## config.mk

```make
export PLATFORM = sky130hd
export DESIGN_NAME = fpu
export DESIGN_NICKNAME = d
export VERILOG_FILES = /design/src/rtl/fpu_pkg.sv /design/src/rtl/fpu_lzc.sv /design/src/rtl/fpu.sv
export SDC_FILE = /design/constraint.sdc
export NUM_CORES = 1
export LEC_CHECK = 0
export CAP_MARGIN = 10
export CORE_ASPECT_RATIO = 0.5
export CORE_MARGIN = 2
export CORE_UTILIZATION = 34
export CTS_CLUSTER_DIAMETER = 200
export DETAILED_ROUTE_END_ITERATION = 8
export PLACE_DENSITY = 0.52
export REMOVE_ABC_BUFFERS = 1
export SYNTH_ARGS = -nofsm -noshare
export SYNTH_HDL_FRONTEND = slang
export SYNTH_HIERARCHICAL = 1
export SYNTH_SLANG_ARGS = --single-unit
```

## constraint.sdc

```tcl
create_clock -name clock -period 8 [get_ports clock]
set_input_delay 1.6 -clock clock [delete_from_list [all_inputs] [get_ports clock]]
set_output_delay 1.6 -clock clock [all_outputs]
set_load 0.005 [all_outputs]
```

## src/rtl/fpu_pkg.sv

```systemverilog
// Shared widths, status encoding, operand layout and FSM states for the
// custom 32-bit floating-point adder.
package fpu_pkg;

  localparam int unsigned WORD_W  = 32;
  localparam int unsigned EXP_W   = 6;
  localparam int unsigned FRAC_W  = 25;
  localparam int unsigned MAN_W   = FRAC_W + 1;  // hidden bit + fraction
  localparam int unsigned SUM_W   = MAN_W + 1;   // plus carry
  localparam int unsigned EXPC_W  = 8;           // signed exponent arithmetic
  localparam int unsigned LZC_W   = 5;
  localparam int unsigned STAT_W  = 4;

  localparam int unsigned BIAS    = 31;
  localparam int unsigned EXP_MAX = 63;
  localparam int unsigned ALIGN_ZERO = 27;       // shift distance that flushes the smaller operand

  localparam int unsigned ST_EXACT     = 0;
  localparam int unsigned ST_OVERFLOW  = 1;
  localparam int unsigned ST_UNDERFLOW = 2;
  localparam int unsigned ST_INEXACT   = 3;

  typedef struct packed {
    logic              sign;
    logic [EXP_W-1:0]  exp;
    logic [FRAC_W-1:0] frac;
  } fp_t;

  typedef enum logic [2:0] {
    IDLE,
    ALIGN,
    ADD,
    NORM,
    DONE
  } state_t;

  function automatic logic [STAT_W-1:0] status_flag(input int unsigned idx);
    return STAT_W'(1) << idx;
  endfunction

endpackage

```

## src/rtl/fpu_lzc.sv

```systemverilog
// Combinational leading-zero counter over the carry-extended mantissa sum.
module fpu_lzc
  import fpu_pkg::*;
(
  input  logic [SUM_W-1:0] value,
  output logic [LZC_W-1:0] count
);

  // Scan upward so the most significant set bit has the final word.
  always_comb begin
    count = LZC_W'(SUM_W);
    for (int i = 0; i < SUM_W; i++) begin
      if (value[i]) count = LZC_W'(SUM_W - 1 - i);
    end
  end

endmodule

```

## src/rtl/fpu.sv

```systemverilog
// Multi-cycle floating-point adder: IDLE -> ALIGN -> ADD -> NORM -> DONE,
// restarted only through reset, result and one-hot status held in DONE.
module fpu
  import fpu_pkg::*;
(
  input  logic              clock,
  input  logic              reset,
  input  logic [WORD_W-1:0] op_A_in,
  input  logic [WORD_W-1:0] op_B_in,
  output logic [WORD_W-1:0] data_out,
  output logic [STAT_W-1:0] status_out
);

  localparam logic signed [EXPC_W-1:0] EXP_TOP = EXPC_W'(EXP_MAX);
  localparam logic signed [EXPC_W-1:0] EXP_LOW = EXPC_W'(1);

  state_t state_q, state_d;

  logic              sign_a, sign_b, res_sign;
  logic [EXPC_W-1:0] exp_a, exp_b;
  logic [MAN_W-1:0]  man_a, man_b;
  logic              flush_uf, sticky;
  logic [SUM_W-1:0]  sum;

  // Operand decode: exp 0 is zero, hidden bit otherwise, larger magnitude first.
  fp_t              in_a, in_b;
  logic [MAN_W-1:0] dec_man_a, dec_man_b;
  logic             dec_flush, b_larger;

  always_comb begin
    in_a      = fp_t'(op_A_in);
    in_b      = fp_t'(op_B_in);
    dec_man_a = (in_a.exp == '0) ? '0 : {1'b1, in_a.frac};
    dec_man_b = (in_b.exp == '0) ? '0 : {1'b1, in_b.frac};
    dec_flush = ((in_a.exp == '0) && (in_a.frac != '0)) ||
                ((in_b.exp == '0) && (in_b.frac != '0));
    b_larger  = {in_b.exp, dec_man_b} > {in_a.exp, dec_man_a};
  end

  // Alignment barrel shift with sticky collection.
  logic [EXPC_W-1:0] exp_diff;
  logic [MAN_W-1:0]  aligned_b;
  logic              align_lost;

  always_comb begin
    exp_diff   = exp_a - exp_b;
    aligned_b  = '0;
    align_lost = |man_b;
    if (exp_diff < EXPC_W'(ALIGN_ZERO)) begin
      aligned_b  = man_b >> exp_diff;
      align_lost = |(man_b & ~({MAN_W{1'b1}} << exp_diff));
    end
  end

  // Magnitude add/subtract; a cancelled difference is forced to +0.
  logic [SUM_W-1:0] add_sum;
  logic             add_sign;

  always_comb begin
    if (sign_a == sign_b) add_sum = {1'b0, man_a} + {1'b0, man_b};
    else                  add_sum = {1'b0, man_a} - {1'b0, man_b};
    add_sign = ((sign_a != sign_b) && (man_a == man_b)) ? 1'b0 : sign_a;
  end

  // Normalisation and exception classification.
  logic [LZC_W-1:0]         lz, norm_sh;
  logic [MAN_W-1:0]         norm_man;
  logic signed [EXPC_W-1:0] norm_exp;
  logic                     norm_sticky;
  logic [WORD_W-1:0]        res_data;
  logic [STAT_W-1:0]        res_status;

  fpu_lzc u_lzc (
    .value (sum),
    .count (lz)
  );

  always_comb begin
    norm_sh     = lz - LZC_W'(1);
    norm_man    = sum[MAN_W-1:0] << norm_sh;
    norm_exp    = exp_a - EXPC_W'(norm_sh);
    norm_sticky = sticky;
    if (sum[SUM_W-1]) begin
      norm_man    = sum[SUM_W-1:1];
      norm_exp    = exp_a + EXPC_W'(1);
      norm_sticky = sticky | sum[0];
    end

    res_data   = {res_sign, EXP_W'(norm_exp), norm_man[FRAC_W-1:0]};
    res_status = status_flag(ST_EXACT);
    if (sum == '0) begin
      res_data   = '0;
      res_status = flush_uf ? status_flag(ST_UNDERFLOW) : status_flag(ST_EXACT);
    end else if (norm_exp > EXP_TOP) begin
      res_data   = {res_sign, {EXP_W{1'b1}}, {FRAC_W{1'b0}}};
      res_status = status_flag(ST_OVERFLOW);
    end else if (flush_uf || (norm_exp < EXP_LOW)) begin
      res_data   = '0;
      res_status = status_flag(ST_UNDERFLOW);
    end else if (norm_sticky) begin
      res_status = status_flag(ST_INEXACT);
    end
  end

  // State register.
  always_ff @(posedge clock) begin
    if (reset) state_q <= IDLE;
    else       state_q <= state_d;
  end

  // Next-state: one stage per cycle, DONE holds until reset.
  always_comb begin
    state_d = state_q;
    case (state_q)
      IDLE:    state_d = ALIGN;
      ALIGN:   state_d = ADD;
      ADD:     state_d = NORM;
      NORM:    state_d = DONE;
      DONE:    state_d = DONE;
      default: state_d = IDLE;
    endcase
  end

  // Datapath registers, each stage updated in its own state.
  always_ff @(posedge clock) begin
    if (reset) begin
      sign_a     <= 1'b0;
      sign_b     <= 1'b0;
      res_sign   <= 1'b0;
      exp_a      <= '0;
      exp_b      <= '0;
      man_a      <= '0;
      man_b      <= '0;
      flush_uf   <= 1'b0;
      sticky     <= 1'b0;
      sum        <= '0;
      data_out   <= '0;
      status_out <= '0;
    end else begin
      case (state_q)
        IDLE: begin
          flush_uf <= dec_flush;
          if (b_larger) begin
            sign_a <= in_b.sign;
            exp_a  <= EXPC_W'(in_b.exp);
            man_a  <= dec_man_b;
            sign_b <= in_a.sign;
            exp_b  <= EXPC_W'(in_a.exp);
            man_b  <= dec_man_a;
          end else begin
            sign_a <= in_a.sign;
            exp_a  <= EXPC_W'(in_a.exp);
            man_a  <= dec_man_a;
            sign_b <= in_b.sign;
            exp_b  <= EXPC_W'(in_b.exp);
            man_b  <= dec_man_b;
          end
        end
        ALIGN: begin
          man_b  <= aligned_b;
          sticky <= align_lost;
        end
        ADD: begin
          sum      <= add_sum;
          res_sign <= add_sign;
        end
        NORM: begin
          data_out   <= res_data;
          status_out <= res_status;
        end
        default: ;
      endcase
    end
  end

endmodule

```

==> results of run 1 <==
worst max-delay path by stage:
stage / startpoint / end / cells past startpoint
floorplan: sum[26] / data_out[0] / 15
global placement: op_B_in[27] / man_a[22] / 14
detailed placement: op_B_in[27] / man_a[17] / 14
CTS: op_B_in[27] / man_a[17] / 14
global route: op_B_in[27] / man_a[22] / 14
finish: sum[2] / data_out[3] / 18
registers in the layout, summed over array words and instances (netlist names), 3 cells and up:
| name | count |
|---|---|
| status_out | 4 |
| sum | 27 |
| exp_b | 6 |
| data_out | 32 |
| man_b | 26 |
| state_q | 3 |
| exp_a | 6 |
| man_a | 26 |
placed cells by master (no fill, tap or decap), types with 10 or more instances in the layout:
cell type / n
a221oi_1: 15
nor3_1: 54
nor4_1: 37
o21ai_1: 22
nor2b_1: 13
and3_1: 35
inv_1: 98
a21oi_1: 134
a211oi_1: 34
o21ai_0: 139
buf_4: 25
a21o_1: 22
nand2_1: 249
nand2b_1: 12
clkbuf_16: 17
clkdlybuf4s50_1: 100
a22oi_1: 25
o211ai_1: 28
a211o_1: 11
a311oi_1: 44
xnor2_1: 20
a31oi_1: 29
or3_1: 10
nand4_1: 17
and2_1: 33
nand3_1: 72
nor2_1: 159
dfxtp_1: 134
mux4_2: 11
a32oi_1: 13
mux2i_1: 61
ha_1: 95
per-stage QoR:
step / total power [W] / instances / hold WS, ps / instance area [µm²]
after floorplan: 0.003331 / 1784 / 426.3 / 13060
after global placement: 0.004288 / 2439 / 427.8 / 14980
after detailed placement: 0.004281 / 2439 / 437.3 / 14980
after CTS: 0.005116 / 2469 / 446.3 / 15560
after global routing: 0.005550 / 2469 / 463.7 / 15560
final: 0.005160 / 2469 / 443.1 / 15560
tightest hold or removal path, delay by kind of cell (launching register included):
| family | cells | cell delay [ps] |
|---|---|---|
| DFF | 1 | 300 |
| and+or+nand+nor | 1 | 50 |
| AOI/OAI and AO/OA | 1 | 50 |
power by group through the flow:
stage / Sequential, W / Clock (W) / Combinational (W)
CTS: 0.000932 / 0.000836 / 0.00335
floorplan: 0.000860 / 0 / 0.00247
detailed placement: 0.000947 / 0 / 0.00333
finish: 0.000940 / 0.000822 / 0.00340
global placement: 0.000946 / 0 / 0.00334
global route: 0.000951 / 0.000867 / 0.00373
per-layer routing:
layer	part of all wire (%)	GRT usage (%)
met1	49	36.20
met2	42	35.66
met3	6.7	4.075
met4	2.5	7.682
met5	0	0
cells by family (layout without fill, tap and decap cells):
family / count (synthesis) / count (layout) / share of synthesized area [%]
muxes: 81 / 81 / 7.057
buffers and inverters: 239 / 254 / 6.679
and+or+nand+nor: 715 / 715 / 24.49
AOI/OAI and AO/OA: 624 / 624 / 30.54
adders and majority gates: 101 / 101 / 9.495
xor gates and xnor gates: 29 / 29 / 1.868
DFF: 135 / 135 / 19.87
area by class of cell:
type                    instances  area (µm²)  area share, %
clock inverters                 8       125.1         0.8041
clock buffers                  22       454.2          2.919
multi-input cells            1550       10050          64.61
inverters                      99       371.6          2.388
repair buffers                125        1189          7.638
flip-flops and latches        135        2704          17.38
well taps                     530       663.1          4.261
==> impl_results.md, run 1 <==
* Fill cell count at 4225
* Clock skew after layout at 13.39 ps
* Hold_sp: data_out[12]
* Reg clk slew, reported paths at roughly 60 ps
* CTS tree: built
* Die area at around 42000 µm²
* Number of max-cap violations at 0
* Crit Reg-Reg Endpoint: data_out[3]
* FF-to-FF path depth at 18
* Critical path class: register to register
* Post-synth EDFFs at 0
* Mean routed wirelength per cell at 20.92 µm
* Post-Syn Area at ~14000 µm²
* Hold Vio Cnt, Final at 0
* Worst EP arrival at 6300 ps
* Sw Ratio at 51.69%
* # nets final at around 2.1k
* CP Data Required Time at 8370 ps
* DP Worst Slack at 1584 ps
* Initial core utilization at 34.71%
* Routed vias/inst at a little under 6
* Area Overhead vs Synth at 14.43%
* Dominant synthesized flop cell: dfxtp_1
* Share of cells above drive strength 1 at 5.209%
* Top fanout value on the critical path at 32
* Initial drt markers at 1334
* Leak at a little over 6 nW
* Cell taking the most area after synthesis: dfxtp_1
* Final antenna-violating net count at 0
* Grt ovf at 0
* Count of state elements after synthesis at 135
* Clock Latency Late Sink at ~460 ps
* First-pass GRT wire length at 80070 µm
* Routability congestion estimate at approximately 0.94
* Total GRT Usage at between 20% and 30%
* Register area share after synthesis at between 10% and 20%
* RR Startpoint: sum[2]
* I/O Buffers at approximately 100
* Dpl hpwl at about 39000 µm
* Synthesized instance count at 1924
* Cell chain of the critical path: nor2_1, a2111oi_0, o221a_1, o22ai_4, buf_4, inv_1, ha_1, xor2_2, buf_4, inv_1, ha_1, a21oi_1, a21oi_1, maj3_2, maj3_2, o31ai_4, nand3_2, o21ai_0
* Worst VDD drop at 0.1809 mV
* CTS H-tree depth at 4
* Slew HR at ~28%
* Post-CTS Resized at 0
* Int Pwr at ~0.0025 W
* RSZ-0062 raised after global routing: no
* # diodes at 0
* Post-synth ARST share at 0%
* Ys Warns at 6
* Largest stage delay on the critical path at 550 ps
* Worst Hold Class: register to register
* IO Pins at 102
* CTS root buf: clkbuf_16
* Drt pass-1 iters at 5
* Worst R2R Setup Slack at 2070 ps
* Crit path capture type: register
* Fin crit period at 5932 ps
* Synth cell types at 80
* Clk pwr share at 15.9%
* Seq pwr share at 18.2%
* Drt total wl at 51660 µm
* Post-synth top area share at 19.87%
* Final Max Slew Viols at 0
* Clock buffer count from CTS at 17
* Pwr Density at 331.6 nW/µm²
* Largest net degree at the start of global routing at 65
* Pin slew with the least headroom to its limit at 1077 ps
* Hold path cells at 2
* Crit path launch type: register
* Core area at 39180 µm²
* Fmax at 0.1686 GHz
* Final setup fails at 0
* Post-Syn Area per Cell at just over 7 µm²
* Chip Height at 145.4 µm
* CTS Hold Buffers Added at 0
* Vias in the first global route at 13.45k
* TNS Setup at 0 ps
* Crit share post-route at 74.15%
* DRC Markers at 0
* Ranking of synthesized cells by instance count: nand2_1 (249), nor2_1 (161), o21ai_0 (139)
* CP top delay family: compound AO/OA/AOI/OAI gates
* Clock Sinks at 135
* WP buf/inv at 4
* Final cell utilization of the core at 39.72%
* Post-CTS Setup Inserts at 0
* Hold Path Sink: data_out[12]
* Psw at 0.002667 W
* Post-layout worst setup margin at approximately 2100 ps
* Most common cell in the netlist: nand2_1
* Clock Path Buffers at 2
* Initial antenna violation count at 0
* Chip width at 286.8 µm
* Gate power share at 65.8%
* Overall via count from detail_route at about 15k
* Worst path slowest cell: dfxtp_1
* Ranking of synthesized cells by area: dfxtp_1 (20%), ha_1 (8.7%), nand2_1 (6.9%), o21ai_0 (5.1%), a21oi_1 (4.9%)
* Outcome: finished, final reports clean
* Core Rows at about 50
No activity file was read; power rests on OpenSTA's default activity.
==> run 2, diff against run 1 <==
- PLACE_DENSITY: 0.52 -> 0.54
- clock period: 8 -> 4.85 ns (I/O delays scaled with it)
==> run 2 against run 1 <==
Against the previous run:
- global-route usage grew 0.59 points
- first-iteration DRC count grew 26%
- final area grew 2.4%
- final cell count grew 1.5%
- die area is the same
- combinational power grew 71%
- sequential power grew 60%
- worst setup slack lost 1700 ps
- clock power grew 74%
- highest routed layer unchanged
==> impl_results.md, run 2 (synthesized netlist as in run 1, its figures left out) <==
* Outcome: finished, final reports clean
* Met1 Wirelength at 25610 µm
* Crit path launch type: register
* Worst Hold Class: register to register
* Most frequent cells in the layout: nand2_1 (249), nor2_1 (159), o21ai_0 (139), dfxtp_1 (134), a21oi_1 (133)
* CTS tree: built
* CTS Hold Buffers Added at 0
* Hold WS at 439.1 ps
* Total GRT Usage at between 20% and 30%
* Reg clk slew, reported paths at 60 ps
* Area Overhead vs Synth at 17.12%
* DRC Markers at 0
* Commonest non-fill, non-tap cell in the layout: nand2_1
* Drt pass-1 iters at 6
* Top fanout value on the critical path at 7
* Final Max Slew Viols at 0
* Clock Latency Late Sink at around 460 ps
* Chip width at 286.8 µm
* Overall via count from detail_route at roughly 15k
* Most flop-heavy register: data_out
* Max reg flops at 32
* Pwr Density at 548.6 nW/µm²
* Clock buffer count from CTS at 17
* Largest stage delay on the critical path at 510 ps
* Drt total wl at about 53000 µm
* Critical path class: register to register
* Final cell utilization of the core at about two fifths
* Worst path slowest cell: a2111oi_1
* Chip Height at ~150 µm
* Top Layer Used: met4
* Clock Sinks at 135
* Grt ovf at 0
* Hold Vio Cnt, Final at 0
* # nets final at 2131
* Share of cells above drive strength 1 at 7.183%
* Post-CTS Setup Inserts at 0
* Crit path capture type: register
* TNS Setup at 0 ps
* Routed vias/inst at 5.933
* CP Data Required Time at roughly 5200 ps
* Post-layout worst setup margin at 325.9 ps
* RSZ-0062 raised after global routing: no
* IO Pins at 102
* CP top delay family: compound AO/OA/AOI/OAI gates
* Mean routed wirelength per cell at 21.11 µm
* WP buf/inv at 2
* Fmax at 0.2210 GHz
* Pin slew with the least headroom to its limit at 1030 ps
* Clock Path Buffers at 2
* Worst EP arrival at 4840 ps
* Fin crit period at 4524 ps
* CTS H-tree depth at 4
* Initial antenna violation count at 0
* CTS root buf: clkbuf_16
* Clock skew after layout at 17.44 ps
* Number of max-cap violations at 0
* Regs by FF count: data_out (32), sum (27)
* Core area at 39180 µm²
* Die area at between 40000 and 50000 µm²
* Vias in the first global route at ~14k
* Final antenna-violating net count at 0
* DP Worst Slack at 168.2 ps
* First-pass GRT wire length at 82120 µm
* Worst VDD drop at 0.2959 mV
* Routability congestion estimate at 0.9773
* # diodes at 0
* Slew HR at between 20% and 30%
* Final setup fails at 0
* Post-CTS Resized at 0
* Crit share post-route at slightly above 90%
* Initial drt markers at ~1.7k
* Core Rows at roughly 50
* Routed length on met3 at between 3000 and 4000 µm
* Largest net degree at the start of global routing at 67
* Leak at 6.307 nW
* Cell chain of the critical path: nand2b_1, a2111oi_1, o221a_1, o22ai_4, inv_1, ha_1, xor2_2, inv_1, ha_1, a21oi_1, a21oi_1, maj3_2, maj3_2, o31ai_2, a31oi_2, a311oi_1, nor3_1
* Initial core utilization at 34.71%
* Met2 routed WL at 22050 µm
* Dpl hpwl at 40830 µm
* I/O Buffers at 101
run 2: stage by stage:
| stage | cell area [µm²] | instances | power, W |
|---|---|---|---|
| after CTS | 15920 | 2507 | 0.008672 |
| after detailed placement | 15300 | 2477 | 0.007211 |
| after floorplan | 13060 | 1784 | 0.005495 |
| final | 15930 | 2507 | 0.008738 |
| after global routing | 15930 | 2507 | 0.009415 |
| after global placement | 15300 | 2477 | 0.007232 |
run 2: layout make-up:
| class | instances | area [µm²] |
|---|---|---|
| inverter | 99 | 371.6 |
| clock buffer | 22 | 474.2 |
| multi-input combinational | 1550 | 10060 |
| clock inverter | 8 | 146.4 |
| fill | 4156 | 23250 |
| tap | 530 | 663.1 |
| timing repair buffer | 163 | 1509 |
| sequential | 135 | 2704 |
run 2: metal layers:
layer	vias to the layer above	track usage [%]
li1	7204	-
met1	6965	37.64
met2	632	36.52
met3	72	3.981
met4	0	6.615
met5	-	0
run 2: worst paths after layout:
path,cells after the start,from,to,slack (ps)
worst max register to register,17,sum[1],status_out[0],330
worst min-delay path,2,data_out[31],data_out[31],440
worst min register to register,2,data_out[31],data_out[31],440
worst max-delay path,17,sum[1],status_out[0],330
run 2: worst min-delay path: stages (launching register included):
cell and delay [ps]:
dfxtp_1 310, nand2_1 50, nand2_1 40
run 2: where the power goes:
part | internal (W) | switching [W]
clock network | 0.000894 | 0.000537
logic | 0.00217 | 0.00364
registers | 0.00125 | 0.000251
==> run 3, diff against run 2 <==
- SKIP_CTS_REPAIR_TIMING: not set -> 1
==> results of run 3 <==
Same layout as run 2: the final DEF is identical, and so are final timing and power.
